### config.mk
export PLATFORM = sky130hd
export DESIGN_NAME = uart_rx
export DESIGN_NICKNAME = d
export VERILOG_FILES = /design/src/rtl/uart_rx.sv
export SDC_FILE = /design/constraint.sdc
export NUM_CORES = 1
export LEC_CHECK = 0
export ABC_AREA = 0
export CORE_ASPECT_RATIO = 0.8
export CORE_MARGIN = 2
export CORE_UTILIZATION = 30
export CTS_CLUSTER_DIAMETER = 60
export DETAILED_ROUTE_END_ITERATION = 12
export GPL_TIMING_DRIVEN = 0
export SLEW_MARGIN = 30
export SYNTH_ARGS = -nofsm -noshare
export SYNTH_HDL_FRONTEND = slang
export SYNTH_SLANG_ARGS = --single-unit
export TNS_END_PERCENT = 20
### constraint.sdc
create_clock -name CLK -period 1.2 [get_ports CLK]
set_input_delay 0.24 -clock CLK [delete_from_list [all_inputs] [get_ports CLK]]
set_output_delay 0.24 -clock CLK [all_outputs]
set_load 0.05 [all_outputs]
### src/rtl/uart_rx.sv
// Serial receiver: start bit, 8 data bits MSB first, stop bit, idle-high line.
// Delivers each byte on a valid/ready port and flags bad stop bits and overruns.
module uart_rx #(
  parameter int CLKS_PER_BIT = 1
) (
  input  logic       CLK,
  input  logic       ASYNCRESETN,
  input  logic       rx,
  output logic [7:0] data,
  output logic       valid,
  input  logic       ready,
  output logic       frame_err,
  output logic       overrun,
  output logic       busy
);

  localparam int H  = (CLKS_PER_BIT - 1) / 2;
  localparam int CW = ($clog2(CLKS_PER_BIT) > 1) ? $clog2(CLKS_PER_BIT) : 1;
  localparam logic [CW-1:0] BIT_LAST   = CW'(CLKS_PER_BIT - 1);
  // START is entered one cycle after offset 0, so its counter reaches H-1 at offset H
  localparam logic [CW-1:0] START_LAST = CW'((H > 0) ? (H - 1) : 0);

  typedef enum logic [1:0] {
    IDLE  = 2'd0,
    START = 2'd1,
    DATA  = 2'd2,
    STOP  = 2'd3
  } state_t;

  state_t        state_q, state_d;
  logic [CW-1:0] cnt_q, cnt_d;
  logic [2:0]    bit_q, bit_d;
  logic [7:0]    shift_q, shift_d;
  logic [7:0]    data_q, data_d;
  logic          valid_q, valid_d;
  logic          frame_err_q, frame_err_d;
  logic          overrun_q, overrun_d;
  logic          busy_q, busy_d;
  logic          load_s;

  assign data      = data_q;
  assign valid     = valid_q;
  assign frame_err = frame_err_q;
  assign overrun   = overrun_q;
  assign busy      = busy_q;

  always_comb begin
    state_d     = state_q;
    cnt_d       = cnt_q;
    bit_d       = bit_q;
    shift_d     = shift_q;
    data_d      = data_q;
    frame_err_d = 1'b0;
    overrun_d   = 1'b0;
    load_s      = 1'b0;

    case (state_q)
      IDLE: begin
        cnt_d = '0;
        bit_d = 3'd0;
        if (!rx) begin
          // With H = 0 the detecting cycle is itself the start sample
          if (H == 0) begin
            state_d = DATA;
          end else begin
            state_d = START;
          end
        end else begin
          state_d = IDLE;
        end
      end
      START: begin
        if (cnt_q == START_LAST) begin
          cnt_d   = '0;
          state_d = rx ? IDLE : DATA;
        end else begin
          cnt_d = cnt_q + CW'(1);
        end
      end
      DATA: begin
        if (cnt_q == BIT_LAST) begin
          cnt_d   = '0;
          shift_d = {shift_q[6:0], rx};
          bit_d   = bit_q + 3'd1;
          if (bit_q == 3'd7) begin
            state_d = STOP;
          end else begin
            state_d = DATA;
          end
        end else begin
          cnt_d = cnt_q + CW'(1);
        end
      end
      STOP: begin
        if (cnt_q == BIT_LAST) begin
          cnt_d   = '0;
          state_d = IDLE;
          if (rx) begin
            // A byte accepted in this same cycle frees the holding register
            if (!valid_q || ready) begin
              data_d = shift_q;
              load_s = 1'b1;
            end else begin
              overrun_d = 1'b1;
            end
          end else begin
            frame_err_d = 1'b1;
          end
        end else begin
          cnt_d = cnt_q + CW'(1);
        end
      end
      default: begin
        state_d = IDLE;
        cnt_d   = '0;
        bit_d   = 3'd0;
      end
    endcase

    if (load_s) begin
      valid_d = 1'b1;
    end else if (valid_q && ready) begin
      valid_d = 1'b0;
    end else begin
      valid_d = valid_q;
    end

    busy_d = (state_d != IDLE);
  end

  always_ff @(posedge CLK or negedge ASYNCRESETN) begin
    if (!ASYNCRESETN) begin
      state_q     <= IDLE;
      cnt_q       <= '0;
      bit_q       <= 3'd0;
      shift_q     <= 8'h00;
      data_q      <= 8'h00;
      valid_q     <= 1'b0;
      frame_err_q <= 1'b0;
      overrun_q   <= 1'b0;
      busy_q      <= 1'b0;
    end else begin
      state_q     <= state_d;
      cnt_q       <= cnt_d;
      bit_q       <= bit_d;
      shift_q     <= shift_d;
      data_q      <= data_d;
      valid_q     <= valid_d;
      frame_err_q <= frame_err_d;
      overrun_q   <= overrun_d;
      busy_q      <= busy_d;
    end
  end

endmodule

==> out/summary.txt, run 1 <==
ROUTING
---------------------------------------------------------------------------------
Total Wirelength                                                          1484 um
Final routed wire length divided by cell count                           12.58 um
Vias post-DR                                                                  508
Count of unresolved DRC violations after routing                                0
DR pass1 iterations                                                             2
Routed met3 length                                                         107 um
Sum of met2 wire segment lengths after detailed routing                    587 um
ANT nets after route                                                            0
Starting DRT DRC Count                                                         16
DR top layer                                                                 met3
Via count normalized by instance count                                      4.305
Routed length on met1                                                      789 um

LAYOUT
---------------------------------------------------------------------------------
Total inserted antenna cells                                                    0
Final cell count without fillers                                              118
Area overhead of the layout relative to synthesis                          37.76%
Net count, final                                                               87
Final core area utilization                                                44.39%
Fillers                                                                       272
Share of post-route cells with drive strength above 1                      57.50%

GLOBAL ROUTING
---------------------------------------------------------------------------------
Largest net degree at the start of global routing                              25
Global-route wire length before repair                                    2477 um
Via count of the first global-routing pass                                    538
Final global-route overflow total                                               0
Global-route usage over all layers                                         9.754%
Antenna violations before repair                                                0

SYNTHESIS
---------------------------------------------------------------------------------
Adder-cell share of the synthesized area                                   2.766%
Flop and latch count out of synthesis                                          24
Share of the synthesized netlist area taken by xor and xnor gates              0%
Net count after synthesis                                                      63
Main area contributors after synthesis                               sky130_fd_sc_hd__dfrtp_1, sky130_fd_sc_hd__mux2_2, sky130_fd_sc_hd__mux2_1
Synthesized instance count                                                     57
Proportion of synthesized area in mux cells                                22.27%
Compound-cell area share of the yosys netlist                              1.936%
Count of distinct cell types in the synthesized netlist                        13
Sequential fraction of the synthesis area                                  66.39%
Mapped cell area                                                       904.6 um^2
Post-synthesis cell type with the largest combined area              sky130_fd_sc_hd__dfrtp_1
Share of the synthesized area in the top cell type                         66.39%
Dominant combinational cell family by area after synthesis           multiplexers
Yosys warns                                                                     0
Share of synthesized cell area in and, or, nand and nor gates              4.979%
Post-Synthesis Mean Instance Area                                      15.87 um^2

SETUP PATH
---------------------------------------------------------------------------------
Worst reg-to-reg path cell count                                                4
Critical register-to-register path endpoint                          data[1]$_DFFE_PN0P_
Worst setup path startpoint                                          state_q[0]$_DFF_PN0_
Worst setup path class                                               flop to flop
Worst Setup End Kind                                                         flop
Critical Path RT                                                          1.35 ns
Critical Path End                                                    data[1]$_DFFE_PN0P_
Startpoint class of the critical path                                        flop
Worst-path maximum fanout                                                       8
Worst endpoint data arrival time                                          1.40 ns
Worst reg-to-reg setup slack                                             -0.05 ns
Startpoint of the worst-slack reg-to-reg timing path                 state_q[0]$_DFF_PN0_

PLACE
---------------------------------------------------------------------------------
IO buf count                                                                   15
Placer congestion estimate                                                 0.6503
Placed Cells incl. Taps                                                       110
Placed wire-length estimate                                              940.9 um

STA
---------------------------------------------------------------------------------
Max Clock Skew                                                        0.001417 ns
Pin slew with the least headroom to its limit                           0.5106 ns
Slew margin rel.                                                           65.96%
Final max-slew violation count                                                  0
Fmax                                                                    798.1 MHz
Final setup slack of the worst path                                   -0.05298 ns
Final Hold Violating Endpoints                                                  0
Final Cycle Share                                                          104.4%
Setup-violating endpoint count in the final report                             15
Fin crit period                                                          1.253 ns
Unrepaired setup endpoints after global routing                               yes

CLOCK TREE
---------------------------------------------------------------------------------
Clock tree from TritonCTS                                                    done
TritonCTS buffer count                                                          3
Max Buffers Root-to-Sink                                                        2
Register clock-pin slew on the reported worst setup and hold paths        0.08 ns
Clock latency reported for the late side of the worst-skew pair           0.26 ns
Clock H-tree levels                                                             1
TritonCTS Sinks                                                                24
Clock tree root driver cell                                          sky130_fd_sc_hd__clkbuf_8

FLOORPLAN
---------------------------------------------------------------------------------
Placeable core area                                                     2808 um^2
Initial core utilization                                                   32.22%
Die Width                                                                65.40 um
Full die area                                                           3473 um^2
Cell Rows                                                                      17
Top-level I/O count                                                            16
Vertical extent of the die                                               53.12 um

PWR
---------------------------------------------------------------------------------
Leak                                                                    0.6173 nW
Psw                                                                      1.455 mW
Internal power contribution                                              2.388 mW
Part of the total power dissipated in combinational logic                   48.9%
Clock network power share                                                   13.7%
Switch share                                                               37.86%
Reg power frac                                                              37.3%
Power Density                                                        3084 nW/um^2
Maximum ir drop on the vdd rail                                           1669 uV

FLOW RUN
---------------------------------------------------------------------------------
Max_cap viols                                                                   0

WORST HOLD PATH
---------------------------------------------------------------------------------
HP Class                                                             input port to flop

RUN STATUS
---------------------------------------------------------------------------------
Violations in the final reports                                      setup timing
Run status                                                           finished, violations left

power groups by stage:
stage          combinational, mW  sequential [mW]  clock, mW
3_3_place_gp                1.65             1.42          0
5_1_grt                     2.01             1.49      0.608
2_1_floorplan              0.675             1.94          0
3_5_place_dp                1.68             1.43          0
6_report                    1.88             1.43      0.528
4_1_cts                     1.72             1.42      0.557
per-layer routing:
| layer | up-vias | global-route usage, % |
|---|---|---|
| met2 | 17 | 15.31 |
| li1 | 245 | - |
| met3 | 0 | 5.106 |
| met5 | - | 0 |
| met4 | 0 | 2.083 |
| met1 | 246 | 11.98 |
cell usage in the layout (no fill, tap or decap), drive strengths merged:
cell / netlist / routed
clkbuf: 0 / 4
nand2: 2 / 2
clkdlybuf4s15: 0 / 3
nor2b: 2 / 2
mux2i: 1 / 1
nor2: 2 / 2
dlygate4sd2: 0 / 2
and2: 1 / 1
dfrtp: 24 / 24
a22o: 2 / 2
nand3: 1 / 1
ha: 2 / 2
mux2: 17 / 17
dlygate4sd3: 0 / 1
buf: 2 / 15
nand2b: 1 / 1
cell families after synthesis:
group | count (synthesis)
AOI/OAI and AO/OA | 2
adders and majority gates | 2
buffers and inverters | 2
DFF | 24
muxes | 18
and+or+nand+nor | 9
critical path, cell delays in order (launching register included):
cell and delay [ns]:
sky130_fd_sc_hd__dfrtp_2 0.44, sky130_fd_sc_hd__nand3_4 0.10, sky130_fd_sc_hd__nor2b_4 0.13, sky130_fd_sc_hd__buf_8 0.16, sky130_fd_sc_hd__mux2_4 0.31
Yosys cell counts:
master                     instances
sky130_fd_sc_hd__mux2_1            8
sky130_fd_sc_hd__mux2_2            9
sky130_fd_sc_hd__a22o_1            2
sky130_fd_sc_hd__nor2b_1           2
sky130_fd_sc_hd__nor2_1            2
sky130_fd_sc_hd__ha_1              2
sky130_fd_sc_hd__nand3_1           1
sky130_fd_sc_hd__nand2_1           2
sky130_fd_sc_hd__buf_4             2
sky130_fd_sc_hd__and2_1            1
sky130_fd_sc_hd__dfrtp_1          24
sky130_fd_sc_hd__nand2b_1          1
sky130_fd_sc_hd__mux2i_1           1
how the worst min path moves through the flow:
stage,startpoint,slack (ns),to,cells past startpoint
after floorplan,ASYNCRESETN,-0.06,bit_q[0]$_DFFE_PN0P_,0
after global placement,data[7]$_DFFE_PN0P_,0.47,data[7]$_DFFE_PN0P_,1
after detailed placement,ASYNCRESETN,0.25,frame_err$_DFF_PN0_,1
after CTS,ready,0.37,overrun$_DFF_PN0_,3
after global routing,ready,0.36,overrun$_DFF_PN0_,3
final,ready,0.37,overrun$_DFF_PN0_,3
layout make-up:
cell class / instances / area (um^2) / share of cell area, %
flip-flops and latches: 24 / 604.3 / 48.49
multi-input cells: 31 / 372.9 / 29.92
well taps: 38 / 47.55 / 3.815
plain buffers: 2 / 30.03 / 2.410
repair buffers: 19 / 136.4 / 10.94
clock buffers: 4 / 55.05 / 4.418
sequential cells by signal, indices dropped and copies added (netlist names):
register and cells:
busy 1, data 8, frame_err 1, valid 1
overrun 1, bit_q 3, state_q 1, shift_q 8
metrics by stage:
stage	cell area, um^2	hold slack, ns	TNS, ns	power (mW)	setup slack (ns)
2_1_floorplan	923.4	-0.05559	-2.284	2.615	-0.1681
3_3_place_gp	1121	0.4686	-14.84	3.072	-0.4916
3_5_place_dp	1116	0.2504	-6.630	3.109	-0.5409
4_1_cts	1212	0.3663	-0.8762	3.698	-0.07763
5_1_grt	1246	0.3631	-1.390	4.108	-0.1145
6_report	1246	0.3696	-0.4816	3.843	-0.05298
timing repair:
action,CTS,global route
setup endpoints to repair,26,22
buffers inserted,2,1
hold buffers,1,0
pin swaps,0,0
gates cloned,0,0
endpoints found under the hold margin,24,0
resized for setup,57,22
No activity file was read; power rests on OpenSTA's default activity.
==> run 2, diff against run 1 <==
- CORE_UTILIZATION: 30 -> 44
- PLACE_DENSITY: default -> 0.71
==> out/summary.txt, run 2 (synthesized netlist as in run 1, its figures left out) <==
WORST HOLD PATH
---------------------------------------------------------------------------------
Origin of the worst min-delay path                                             rx
HP Class                                                             input port to flop

ROUTING
---------------------------------------------------------------------------------
DR pass1 iterations                                                             3
Total Wirelength                                                          1588 um
Count of unresolved DRC violations after routing                                0
Vias post-DR                                                                  513
ANT nets after route                                                            0
Starting DRT DRC Count                                                          9
Final routed wire length divided by cell count                           15.42 um
Via count normalized by instance count                                      4.981

FLOORPLAN
---------------------------------------------------------------------------------
Cell Rows                                                                      14
Placeable core area                                                     1909 um^2
Die Width                                                                54.70 um
Initial core utilization                                                   47.38%
Vertical extent of the die                                               44.56 um
Full die area                                                           2437 um^2
Top-level I/O count                                                            16

GLOBAL ROUTING
---------------------------------------------------------------------------------
Global-route wire length before repair                                    2387 um
Largest net degree at the start of global routing                              25
Final global-route overflow total                                               0
Antenna violations before repair                                                0
Global-route usage over all layers                                         14.08%
Via count of the first global-routing pass                                    533

CLOCK TREE
---------------------------------------------------------------------------------
Clock latency reported for the late side of the worst-skew pair           0.31 ns
Max Buffers Root-to-Sink                                                        2
TritonCTS buffer count                                                          3
Clock tree from TritonCTS                                                    done
Clock H-tree levels                                                             1
Clock tree root driver cell                                          sky130_fd_sc_hd__clkbuf_4
Register clock-pin slew on the reported worst setup and hold paths        0.12 ns
TritonCTS Sinks                                                                24

LAYOUT
---------------------------------------------------------------------------------
Total inserted antenna cells                                                    0
Area overhead of the layout relative to synthesis                          34.58%
Leading cell type in the layout, fill and taps excluded              sky130_fd_sc_hd__dfrtp_1
Final core area utilization                                                63.76%
Commonest cells after routing, fill and taps aside                   sky130_fd_sc_hd__dfrtp_1, sky130_fd_sc_hd__mux2_4, sky130_fd_sc_hd__clkbuf_4, sky130_fd_sc_hd__buf_4, sky130_fd_sc_hd__mux2_2
Final cell count without fillers                                              103
Post-route standard cell area excluding fillers                         1217 um^2
Net count, final                                                               86
Share of post-route cells with drive strength above 1                      56.96%

STA
---------------------------------------------------------------------------------
Final Hold Violating Endpoints                                                  0
Final setup slack of the worst path                                   -0.05924 ns
Fmax                                                                    794.1 MHz
Max Clock Skew                                                        0.002344 ns
Final max-slew violation count                                                  0
Worst Hold Margin                                                       0.3640 ns
Setup-violating endpoint count in the final report                             16
Fin Setup TNS                                                          -0.5097 ns
Unrepaired setup endpoints after global routing                               yes
Pin slew with the least headroom to its limit                           0.5240 ns
Slew margin rel.                                                           65.07%
Fin crit period                                                          1.259 ns
Final Cycle Share                                                          104.9%

SETUP PATH
---------------------------------------------------------------------------------
Critical Path RT                                                          0.96 ns
Number of buffers and inverters on the critical path                            1
Ordered list of cells on the worst path                              clkdlybuf4s15_2
Worst Setup End Kind                                                  output port
Worst setup path startpoint                                          frame_err$_DFF_PN0_
Slowest library cell on the worst path                               sky130_fd_sc_hd__dfrtp_1
Worst setup path class                                               flop to output port
Worst-path maximum fanout                                                       1
Startpoint of the worst-slack reg-to-reg timing path                 busy$_DFF_PN0_
Worst endpoint data arrival time                                          1.02 ns
Cell type group with the largest total delay on the critical path      flip-flops
Startpoint class of the critical path                                        flop
Peak per-stage delay on the critical path                                 0.38 ns

PLACE
---------------------------------------------------------------------------------
Placer congestion estimate                                                 0.6308
Placement-stage cell area                                               1099 um^2
Post-Place Setup Slack                                                 -0.5000 ns
Placed Cells incl. Taps                                                        96
Placed wire-length estimate                                              944.3 um
IO buf count                                                                   15

PWR
---------------------------------------------------------------------------------
Maximum ir drop on the vdd rail                                           2005 uV
Power Density                                                        3148 nW/um^2
Leak                                                                    0.6084 nW
Overall power                                                            3.833 mW

RUN STATUS
---------------------------------------------------------------------------------
Run status                                                           finished, violations left
Violations in the final reports                                      setup timing

FLOW RUN
---------------------------------------------------------------------------------
Max_cap viols                                                                   0

==> run 2: cell types whose count changed in the layout (fill, tap and decap cells not counted), sizes merged <==
cell,delta
clkbuf,+5
buf,-4
clkdlybuf4s15,-2
clkdlybuf4s50,+1
dlygate4sd2,-1
==> run 2: timing repair <==
| item | 4_1_cts | 5_1_grt |
|---|---|---|
| hold buffers | 1 | 0 |
| endpoints found under the hold margin | 24 | 0 |
| pin swaps | 0 | 1 |
| endpoints found under the setup margin | 26 | 24 |
| setup buffers | 1 | 1 |
| resized for setup | 52 | 43 |
==> run 2: power by group <==
group	internal [mW]	switching, mW
Combinational	0.980	0.976
Sequential	1.18	0.281
Clock	0.185	0.227
Total	2.35	1.48
==> run 2: layer usage <==
metal	GRT usage, %	vias to the layer above	wire length, um
met5	0	-	0
met4	3.000	0	0
met3	6.081	0	95
met2	22.14	15	756
met1	18.08	257	736
li1	-	241	-
==> run 2: final timing paths <==
check	to	slack [ns]	depth (start not counted)
max	frame_err	-0.06	1
min	frame_err$_DFF_PN0_	0.36	2
max reg2reg	data[5]$_DFFE_PN0P_	-0.05	4
min reg2reg	data[6]$_DFFE_PN0P_	0.53	1
max in group asynchronous	valid$_DFFE_PN0P_	0.40	2
min in group asynchronous	state_q[0]$_DFF_PN0_	0.42	2
==> run 2: final cells by class <==
cell class | count | area (um^2)
Clock buffer | 4 | 36.28
Fill cell | 151 | 691.9
Sequential cell | 24 | 604.3
Multi-Input combinational cell | 31 | 372.9
Timing Repair Buffer | 18 | 143.9
Tap cell | 24 | 30.03
Buffer | 2 | 30.03
==> run 3, diff against run 2 <==
- CORE_MARGIN: 2 -> default
==> out/summary.txt, run 3 (synthesized netlist as in run 1, its figures left out) <==
RUN STATUS
---------------------------------------------------------------------------------
Run status                                                           finished, violations left
Violations in the final reports                                      setup timing

GLOBAL ROUTING
---------------------------------------------------------------------------------
Global-route wire length before repair                                    2504 um
Largest net degree at the start of global routing                              25
Via count of the first global-routing pass                                    552
Global-route usage over all layers                                         15.92%
Antenna violations before repair                                                0
Final global-route overflow total                                               0

PWR
---------------------------------------------------------------------------------
Power Density                                                        3103 nW/um^2
Reg power frac                                                              38.4%
Internal power contribution                                              2.341 mW
Maximum ir drop on the vdd rail                                           2134 uV
Part of the total power dissipated in combinational logic                   50.9%
Psw                                                                      1.472 mW
Overall power                                                            3.812 mW
Clock network power share                                                   10.7%
Switch share                                                               38.60%
Leak                                                                    0.6068 nW

WORST HOLD PATH
---------------------------------------------------------------------------------
Number of cells on the worst hold path                                          2
Origin of the worst min-delay path                                             rx
Terminating pin of the worst hold path                               frame_err$_DFF_PN0_
HP Class                                                             input port to flop

STA
---------------------------------------------------------------------------------
Max Clock Skew                                                        0.004922 ns
Final Hold Violating Endpoints                                                  0
Setup-violating endpoint count in the final report                             17
Unrepaired setup endpoints after global routing                               yes
Final Cycle Share                                                          106.2%
Final max-slew violation count                                                  0
Worst Hold Margin                                                       0.3575 ns
Fin crit period                                                          1.274 ns
Fmax                                                                    784.9 MHz
Slew margin rel.                                                           65.72%
Final setup slack of the worst path                                   -0.07403 ns
Pin slew with the least headroom to its limit                           0.5142 ns

ROUTING
---------------------------------------------------------------------------------
Total Wirelength                                                          1550 um
Via count normalized by instance count                                      5.067
DR pass1 iterations                                                             2
Starting DRT DRC Count                                                          3
Count of unresolved DRC violations after routing                                0
ANT nets after route                                                            0
Final routed wire length divided by cell count                           14.90 um
Vias post-DR                                                                  527

FLOORPLAN
---------------------------------------------------------------------------------
Placeable core area                                                     1909 um^2
Initial core utilization                                                   47.38%
Full die area                                                           2242 um^2
Vertical extent of the die                                               42.56 um
Die Width                                                                52.70 um
Cell Rows                                                                      14
Top-level I/O count                                                            16

SETUP PATH
---------------------------------------------------------------------------------
Worst reg-to-reg setup slack                                             -0.07 ns
Worst-path maximum fanout                                                       8
Startpoint of the worst-slack reg-to-reg timing path                 valid$_DFFE_PN0P_
Worst setup path class                                               flop to flop
Critical Path RT                                                          1.40 ns
Worst endpoint data arrival time                                          1.47 ns
Worst Setup End Kind                                                         flop
Startpoint class of the critical path                                        flop
Critical register-to-register path endpoint                          data[5]$_DFFE_PN0P_
Worst reg-to-reg path cell count                                                4

LAYOUT
---------------------------------------------------------------------------------
Fillers                                                                       143
Commonest cells after routing, fill and taps aside                   sky130_fd_sc_hd__dfrtp_1, sky130_fd_sc_hd__mux2_4, sky130_fd_sc_hd__clkbuf_4, sky130_fd_sc_hd__buf_4
Net count, final                                                               87
Share of post-route cells with drive strength above 1                      58.75%
Total inserted antenna cells                                                    0
Leading cell type in the layout, fill and taps excluded              sky130_fd_sc_hd__dfrtp_1
Final cell count without fillers                                              104
Area overhead of the layout relative to synthesis                          35.82%

CLOCK TREE
---------------------------------------------------------------------------------
Clock tree root driver cell                                          sky130_fd_sc_hd__clkbuf_4
TritonCTS Sinks                                                                24
Clock tree from TritonCTS                                                    done
Register clock-pin slew on the reported worst setup and hold paths        0.12 ns
TritonCTS buffer count                                                          3
Clock H-tree levels                                                             1
Clock latency reported for the late side of the worst-skew pair           0.30 ns
Max Buffers Root-to-Sink                                                        2

PLACE
---------------------------------------------------------------------------------
Post-Place Setup Slack                                                 -0.5023 ns
Placer congestion estimate                                                 0.6204
Placed Cells incl. Taps                                                        96
Placed wire-length estimate                                                926 um
IO buf count                                                                   15

FLOW RUN
---------------------------------------------------------------------------------
Max_cap viols                                                                   0

## run 3: timing repair
| action | 4_1_cts | 5_1_grt |
|---|---|---|
| pin swaps | 1 | 0 |
| resized for setup | 57 | 35 |
| hold buffers | 1 | 0 |
| endpoints found under the hold margin | 24 | 0 |
| endpoints found under the setup margin | 26 | 26 |
| setup buffers | 2 | 1 |
## run 3: per-stage QoR
step / instance area (um^2) / utilization (%) / setup TNS, ns
CTS: 1180 / 61.80 / -1.289
global route: 1229 / 64.35 / -1.882
floorplan: 923.4 / - / -2.284
finish: 1229 / 64.35 / -0.7746
global placement: 1104 / 57.80 / -14.14
detailed placement: 1099 / 57.54 / -6.280
## run 3: layer usage
metal | share of wire [%] | routed length, um | track usage [%] | vias to the layer above
met5 | 0 | 0 | 0 | -
met3 | 5.2 | 80 | 6.522 | 0
li1 | - | - | - | 243
met4 | 0 | 0 | 3.158 | 0
met2 | 49 | 762 | 23.29 | 15
met1 | 46 | 708 | 22.36 | 269
## run 3: worst max-delay path by stage
stage	startpoint	endpoint	slack, ns	cells after the start
final	valid$_DFFE_PN0P_	data[5]$_DFFE_PN0P_	-0.07	4
after global placement	rx	data[3]$_DFFE_PN0P_	-0.48	5
after CTS	data[1]$_DFFE_PN0P_	data[1]	-0.09	1
after global routing	busy$_DFF_PN0_	data[0]$_DFFE_PN0P_	-0.14	4
after detailed placement	rx	data[1]$_DFFE_PN0P_	-0.50	5
after floorplan	busy$_DFF_PN0_	data[0]$_DFFE_PN0P_	-0.17	4
## run 3: worst max-delay path, cell delays in order, from the launching register on
cell and delay [ns]:
sky130_fd_sc_hd__dfrtp_2 0.45, sky130_fd_sc_hd__nand2b_4 0.08, sky130_fd_sc_hd__nor2b_2 0.15, sky130_fd_sc_hd__buf_6 0.17, sky130_fd_sc_hd__mux2_4 0.32
## run 3: power groups by stage
stage	Sequential (mW)	Clock [mW]	Combinational, mW
floorplan	1.94	0	0.675
global placement	1.42	0	1.64
detailed placement	1.44	0	1.67
CTS	1.43	0.422	1.78
global route	1.51	0.456	2.07
finish	1.47	0.407	1.94
## run 3: cell type report
| cell class | instances | area (um^2) | share of cell area, % |
|---|---|---|---|
| Sequential cell | 24 | 604.3 | 49.19 |
| Multi-Input combinational cell | 31 | 374.1 | 30.45 |
| Timing Repair Buffer | 19 | 157.7 | 12.83 |
| Clock buffer | 4 | 36.28 | 2.953 |
| Tap cell | 24 | 30.03 | 2.444 |
| Buffer | 2 | 26.28 | 2.138 |
